==> src/rtl/qei_velocity_if.sv <==
// qei_velocity_if: connects a qei position source to the velocity estimator.
//   master: drives en, clr, pos; observes delta, vel, valid, primed
//   slave : the estimator itself
//   en     - sample-period counter enable
//   clr    - synchronous soft clear
//   pos    - free-running encoder position (unsigned, wraps)
//   delta  - signed displacement over the last period
//   vel    - signed moving-average velocity (counts per period)
//   valid  - one-cycle strobe when delta/vel update
//   primed - averaging window filled with real deltas
interface qei_velocity_if #(
  parameter int unsigned NBITS = 16
) ();
  logic             en;
  logic             clr;
  logic [NBITS-1:0] pos;
  logic [NBITS-1:0] delta;
  logic [NBITS-1:0] vel;
  logic             valid;
  logic             primed;

  modport master (
    output en, clr, pos,
    input  delta, vel, valid, primed
  );

  modport slave (
    input  en, clr, pos,
    output delta, vel, valid, primed
  );
endinterface

==> src/rtl/qei_velocity.sv <==
// qei_velocity: samples a wrapping encoder position every PERIOD cycles,
// produces the signed per-period displacement and a 2**AVG_LOG-deep moving
// average of it.
//   clk - system clock
//   rst - synchronous active-high reset
//   qei - qei_velocity_if.slave (en, clr, pos in; delta, vel, valid, primed out)
module qei_velocity #(
  parameter int unsigned NBITS   = 16,
  parameter int unsigned PERIOD  = 48000,
  parameter int unsigned AVG_LOG = 2
) (
  input  logic           clk,
  input  logic           rst,
  qei_velocity_if.slave  qei
);

  localparam int unsigned DEPTH = 1 << AVG_LOG;
  localparam int unsigned CNTW  = $clog2(PERIOD);
  localparam int unsigned IDXW  = (AVG_LOG > 0) ? AVG_LOG : 1;
  localparam int unsigned FILLW = AVG_LOG + 1;
  localparam int unsigned SUMW  = NBITS + AVG_LOG;

  typedef enum logic {INIT, RUN} state_e;

  state_e                  state;
  state_e                  stateNext;
  logic [CNTW-1:0]         cnt;
  logic                    clear;
  logic                    tick;
  logic                    sample;
  logic [NBITS-1:0]        prev;
  logic [NBITS-1:0]        d;
  logic [NBITS-1:0]        ringBuf [DEPTH];
  logic [IDXW-1:0]         idx;
  logic [IDXW-1:0]         idxNext;
  logic [FILLW-1:0]        fill;
  logic [FILLW-1:0]        fillNext;
  logic signed [SUMW-1:0]  sum;
  logic signed [SUMW-1:0]  sumNext;

  assign clear  = rst | qei.clr;
  assign tick   = qei.en & (cnt == CNTW'(PERIOD - 1));
  assign sample = tick & (state == RUN);

  // Modular subtraction; the result is read as two's complement.
  assign d = qei.pos - prev;

  // Add the newest delta, retire the one it overwrites in the ring.
  assign sumNext = sum + SUMW'($signed(d)) - SUMW'($signed(ringBuf[idx]));

  assign idxNext  = (idx == IDXW'(DEPTH - 1)) ? '0 : idx + IDXW'(1);
  assign fillNext = (fill == FILLW'(DEPTH)) ? fill : fill + FILLW'(1);

  // Sample-period counter; holds while en is low.
  always_ff @(posedge clk) begin
    if (clear) begin
      cnt <= '0;
    end else if (qei.en) begin
      cnt <= tick ? '0 : cnt + CNTW'(1);
    end
  end

  // State register.
  always_ff @(posedge clk) begin
    if (clear) begin
      state <= INIT;
    end else begin
      state <= stateNext;
    end
  end

  // Next state: the first tick only captures a baseline position.
  always_comb begin
    stateNext = state;
    case (state)
      INIT:    if (tick) stateNext = RUN;
      RUN:     stateNext = RUN;
      default: stateNext = INIT;
    endcase
  end

  // Datapath and registered outputs.
  always_ff @(posedge clk) begin
    if (clear) begin
      prev       <= '0;
      sum        <= '0;
      idx        <= '0;
      fill       <= '0;
      qei.delta  <= '0;
      qei.vel    <= '0;
      qei.valid  <= 1'b0;
      qei.primed <= 1'b0;
      for (int unsigned i = 0; i < DEPTH; i++) begin
        ringBuf[i] <= '0;
      end
    end else begin
      qei.valid <= 1'b0;
      if (tick) begin
        prev <= qei.pos;
      end
      if (sample) begin
        qei.delta    <= d;
        qei.vel      <= NBITS'(sumNext >>> AVG_LOG);
        qei.valid    <= 1'b1;
        sum          <= sumNext;
        ringBuf[idx] <= d;
        idx          <= idxNext;
        fill         <= fillNext;
        if (fillNext == FILLW'(DEPTH)) begin
          qei.primed <= 1'b1;
        end
      end
    end
  end

endmodule

==> src/flat_wrapper.sv <==
// flat-port wrapper written by rule: the top's interface ports become plain ports
module qei_velocity_flat 
#(
  parameter int unsigned NBITS   = 16,
  parameter int unsigned PERIOD  = 48000,
  parameter int unsigned AVG_LOG = 2
)
  (clk, rst, qei_en, qei_clr, qei_pos, qei_delta, qei_vel, qei_valid, qei_primed);
  qei_velocity_if #(.NBITS(NBITS)) qei_i ();
  input  logic clk;
  input  logic rst;
  input wire logic [$bits(qei_i.en)-1:0] qei_en;
  input wire logic [$bits(qei_i.clr)-1:0] qei_clr;
  input wire logic [$bits(qei_i.pos)-1:0] qei_pos;
  output wire logic [$bits(qei_i.delta)-1:0] qei_delta;
  output wire logic [$bits(qei_i.vel)-1:0] qei_vel;
  output wire logic [$bits(qei_i.valid)-1:0] qei_valid;
  output wire logic [$bits(qei_i.primed)-1:0] qei_primed;
  assign qei_i.en = qei_en;
  assign qei_i.clr = qei_clr;
  assign qei_i.pos = qei_pos;
  assign qei_delta = qei_i.delta;
  assign qei_vel = qei_i.vel;
  assign qei_valid = qei_i.valid;
  assign qei_primed = qei_i.primed;
  qei_velocity #(.NBITS(NBITS), .PERIOD(PERIOD), .AVG_LOG(AVG_LOG)) u_core (.clk(clk), .rst(rst), .qei(qei_i));
endmodule
==> config.mk <==
export PLATFORM = sky130hd
export DESIGN_NAME = qei_velocity_flat
export DESIGN_NICKNAME = d
export VERILOG_FILES = /design/src/rtl/qei_velocity_if.sv /design/src/rtl/qei_velocity.sv /design/src/flat_wrapper.sv
export SDC_FILE = /design/constraint.sdc
export NUM_CORES = 1
export LEC_CHECK = 0
export ABC_AREA = 1
export BUFFER_PORTS_ARGS = -buffer_cell sky130_fd_sc_hd__clkbuf_2
export CAP_MARGIN = 20
export CORE_MARGIN = 4
export CORE_UTILIZATION = 40
export DETAILED_ROUTE_END_ITERATION = 16
export PLACE_DENSITY_LB_ADDON = 0.2
export SYNTH_ARGS = -nofsm -noshare
export SYNTH_HDL_FRONTEND = slang
export SYNTH_SLANG_ARGS = --single-unit
export TNS_END_PERCENT = 50
==> constraint.sdc <==
create_clock -name clk -period 4.95 [get_ports clk]
set_input_delay 0.99 -clock clk [delete_from_list [all_inputs] [get_ports clk]]
set_output_delay 0.99 -clock clk [all_outputs]
set_load 0.01 [all_outputs]
==> flow_summary.toml <==
[pwr]
total_power_divided_by_cell_area_nw_per_um2 = 345
power.share.sequential = 0.404
p_switching_mw = 0.825
leakage_nw = 3.85
design_power_total_mw = 3.07
switching_share = 0.268
power.clock.fraction = 0.442
ir_worst_vdd_uv = 250
power.share.combinational = 0.154
cell_internal_pwr_mw = 2.25

[clock_tree]
clockBufferDepth = 2
clock_tree_from_tritoncts = "built"
cts_hold_buf = 0
count_of_cells_resized_by_post_cts_repair = 0
clk_latency_ns = 0.42
htreeDepth = 4
clk_pin_slew_worst_paths_ns = 0.06
cts_post_setup_buffers_inserted = 0
cts-buffers-inserted = 17
cts.sinks = 140
clock-root-buffer = "sky130_fd_sc_hd__clkbuf_16"

[critical_path]
cp.arrival_ns = 4.47
startpoint_type = "input port"
critPathMaxStageDelay_ns = 0.55
critical_path.top_delay_family = "simple AND/OR/NAND/NOR gates"
crit_path_end_kind = "register"
critPathRequiredTime_ns = 5.27
cp_slowest_cell = "sky130_fd_sc_hd__fa_1"
critical_path_most_common_cell = "sky130_fd_sc_hd__nand2_1"
timing.critical_path.fanout_max = 5
path_buf_inv = 3
critPathKind = "input port to register"
cp_cell_sequence = "clkbuf_2 > ha_1 > a21oi_1 > nand2_1 > nand2_1 > nand2_1 > a21oi_1 > o21ai_0 > nand2_1 > nand2_1 > fa_1 > inv_1 > ha_1 > nand2_1 > nor3_1 > and2_1 > nand2_1 > nor2_1 > nor2_1 > inv_1 > nand2_1 > nand3_1 > nand2_1"

[route]
vias_per_cell = 4.96
vias = 6270
drt_wl_total_um = 19500
1st_iter_drt_viols = 455
wl_per_cell_um = 15.4
drt.antenna.violating_nets = 0
remaining_drc_errors = 0
drt-pass1-iter-count = 5

[sta]
drv_slew = 0
worst-slew-pin-transition_ns = 0.902
timing.setup.tns_ns = 0
period_share = 0.839
timing.final.hold_violations = 0
clock.fmax_mhz = 241
timing.final.crit_period_ns = 4.15
setup-violations-final = 0
rsz0062_at_grt = "no"
slew-limit-headroom = 0.397
worst_clock_skew_ns = 0.00898

[synthesis]
synthDistinctLibCells = 37
syn_nets = 1014
synthCells = 939
synth_mux_area_frac = 0
synth_top_family_by_area = "simple AND/OR/NAND/NOR gates"
synth_top_cells_by_count = "143 x sky130_fd_sc_hd__nor2_1, 137 x sky130_fd_sc_hd__nand2_1, 118 x sky130_fd_sc_hd__inv_1, 81 x sky130_fd_sc_hd__o21ai_0, 76 x sky130_fd_sc_hd__dfxtp_1"
yosysWarningCount = 0
synth-seq-area-share = 0.443
yosys.area_share.adder = 0.106
synth_xor_xnor_area_share = 0.0327
cell_type_with_the_largest_total_area_after_synthesis = "sky130_fd_sc_hd__edfxtp_1"
syn-mean-instance-area_um2 = 8.28
synth_compound_area_frac = 0.124
synth_enable_flop_cells = 64
synth_area_um2 = 7780
ys_top_cells_by_area = "sky130_fd_sc_hd__edfxtp_1 25%, sky130_fd_sc_hd__dfxtp_1 20%, sky130_fd_sc_hd__nor2_1 6.9%"
synth-async-reset-ratio = 0
synthMostInstantiatedCell = "sky130_fd_sc_hd__nor2_1"
synth_top_area_frac = 0.247
yosys_register_bits = 140
post_synth_and_or_nand_nor_area_fraction = 0.205
synth-main-ff-cell = "sky130_fd_sc_hd__dfxtp_1"

[placed_design]
hpwl_um = 14000
io_buffer_count = 53
placed_cells_incl_taps = 1232
globalplace.congestion = 0.853

[global_routing]
largest_net_degree_at_the_start_of_global_routing = 44
groute.usage.overall = 0.185
grt_overflow = 0
first_global_vias = 6117
grt_pass1_wl_um = 31900
antenna_violations_before_repair = 0

[finish]
num-nets-final = 1066
final_layout_size_suffix_gt1_frac = 0.119
antenna-diode-count = 0
seq_area_um2 = 3440
n_fill_cell = 1860
flow.area_growth_from_synthesis_pct = 14.7
non_filler_cells_in_the_finished_layout = 1264
multi_input_logic_area_um2 = 3650

[die]
fp.coreArea_um2 = 18900
row_count = 50
initial_utilization = 0.412
pin_count = 54
die_w_um = 147
floorplan.die.height_um = 147
die_area_um2 = 21700

[job]
max-cap-violations = 0

[run_status]
outcome = "finished clean"

[min_path]
min-delay-path-class = "register to register"
-- sequential cells by signal (all words and copies together) (netlist names), named ones only --
signal	flops
u_core.qei.vel	1
u_core.sum	17
u_core.prev	16
u_core.idx	2
u_core.fill	3
u_core.cnt	16
u_core.ringBuf	64
u_core.qei.delta	16
u_core.qei.valid	1
u_core.qei.primed	1
u_core.state	1
-- cell families after synthesis --
| family | count (synthesis) |
|---|---|
| DFF | 140 |
| buffers and inverters | 163 |
| and+or+nand+nor | 372 |
| AOI/OAI and AO/OA | 180 |
| xor gates and xnor gates | 29 |
| adders and majority gates | 55 |
-- metal layers --
metal / global-route usage / part of all wire
met2: 0.280 / 0.44
met3: 0.0414 / 0.058
met1: 0.269 / 0.49
met4: 0.0494 / 0.013
met5: 0 / 0
-- power groups by stage --
| stage | clock [mW] | combinational (mW) | sequential, mW |
|---|---|---|---|
| floorplan | 0 | 0.334 | 1.26 |
| global placement | 0 | 0.471 | 1.27 |
| detailed placement | 0 | 0.469 | 1.27 |
| CTS | 1.38 | 0.473 | 1.24 |
| global route | 1.43 | 0.543 | 1.24 |
| finish | 1.36 | 0.474 | 1.24 |
-- stage by stage --
step,setup slack [ns],hold WS (ns),instance area [um^2],util
floorplan,0.821,0.433,7780,-
global placement,0.383,0.445,8300,0.439
detailed placement,0.369,0.452,8300,0.439
CTS,0.822,0.461,8920,0.472
global route,0.397,0.485,8920,0.472
finish,0.797,0.456,8920,0.472
-- final timing paths --
path / from / to / slack (ns) / cells past startpoint
worst max register to register: u_core.prev[2]$_SDFFE_PP0P_ / u_core.qei.vel[15]$_SDFFE_PP0P_ / 1.13 / 23
worst max-delay path: qei_pos[2] / u_core.qei.vel[15]$_SDFFE_PP0P_ / 0.80 / 23
worst min register to register: u_core.prev[14]$_SDFFE_PP0P_ / u_core.prev[14]$_SDFFE_PP0P_ / 0.46 / 2
worst min-delay path: u_core.prev[14]$_SDFFE_PP0P_ / u_core.prev[14]$_SDFFE_PP0P_ / 0.46 / 2
-- cells in the final DEF, fill, tap and decap left out, types with 3 or more instances in the layout --
cell type,n
sky130_fd_sc_hd__fa_1,18
sky130_fd_sc_hd__a31oi_1,3
sky130_fd_sc_hd__bufinv_16,4
sky130_fd_sc_hd__buf_4,22
sky130_fd_sc_hd__edfxtp_1,64
sky130_fd_sc_hd__a21oi_1,59
sky130_fd_sc_hd__inv_2,3
sky130_fd_sc_hd__nor3_1,11
sky130_fd_sc_hd__clkbuf_16,17
sky130_fd_sc_hd__inv_1,118
sky130_fd_sc_hd__o21a_1,3
sky130_fd_sc_hd__xnor2_1,11
sky130_fd_sc_hd__dfxtp_1,76
sky130_fd_sc_hd__nor2_1,142
sky130_fd_sc_hd__o22ai_1,25
sky130_fd_sc_hd__clkbuf_2,53
sky130_fd_sc_hd__nand3b_1,3
sky130_fd_sc_hd__ha_1,37
sky130_fd_sc_hd__nor4_1,3
sky130_fd_sc_hd__nand2_1,137
sky130_fd_sc_hd__xor2_1,18
sky130_fd_sc_hd__nand3_4,3
sky130_fd_sc_hd__o21ai_0,81
sky130_fd_sc_hd__nand3_1,60
sky130_fd_sc_hd__inv_6,3
sky130_fd_sc_hd__clkinv_2,4
sky130_fd_sc_hd__nand4_1,5
-- worst min-delay path: cells and delay by family, from the launching register on --
kind            cells  cell delay (ns)
compound gates      1             0.06
buf+inv             1             0.06
flops               1             0.29
-- final cells by class --
| cell class | count | share of cell area |
|---|---|---|
| inverters | 121 | 0.0509 |
| flip-flops and latches | 140 | 0.386 |
| well taps | 260 | 0.0365 |
| multi-input cells | 636 | 0.409 |
| repair buffers | 75 | 0.0483 |
| clock inverters | 15 | 0.0217 |
| clock buffers | 17 | 0.0477 |
Power figures use the tool's default switching activity.
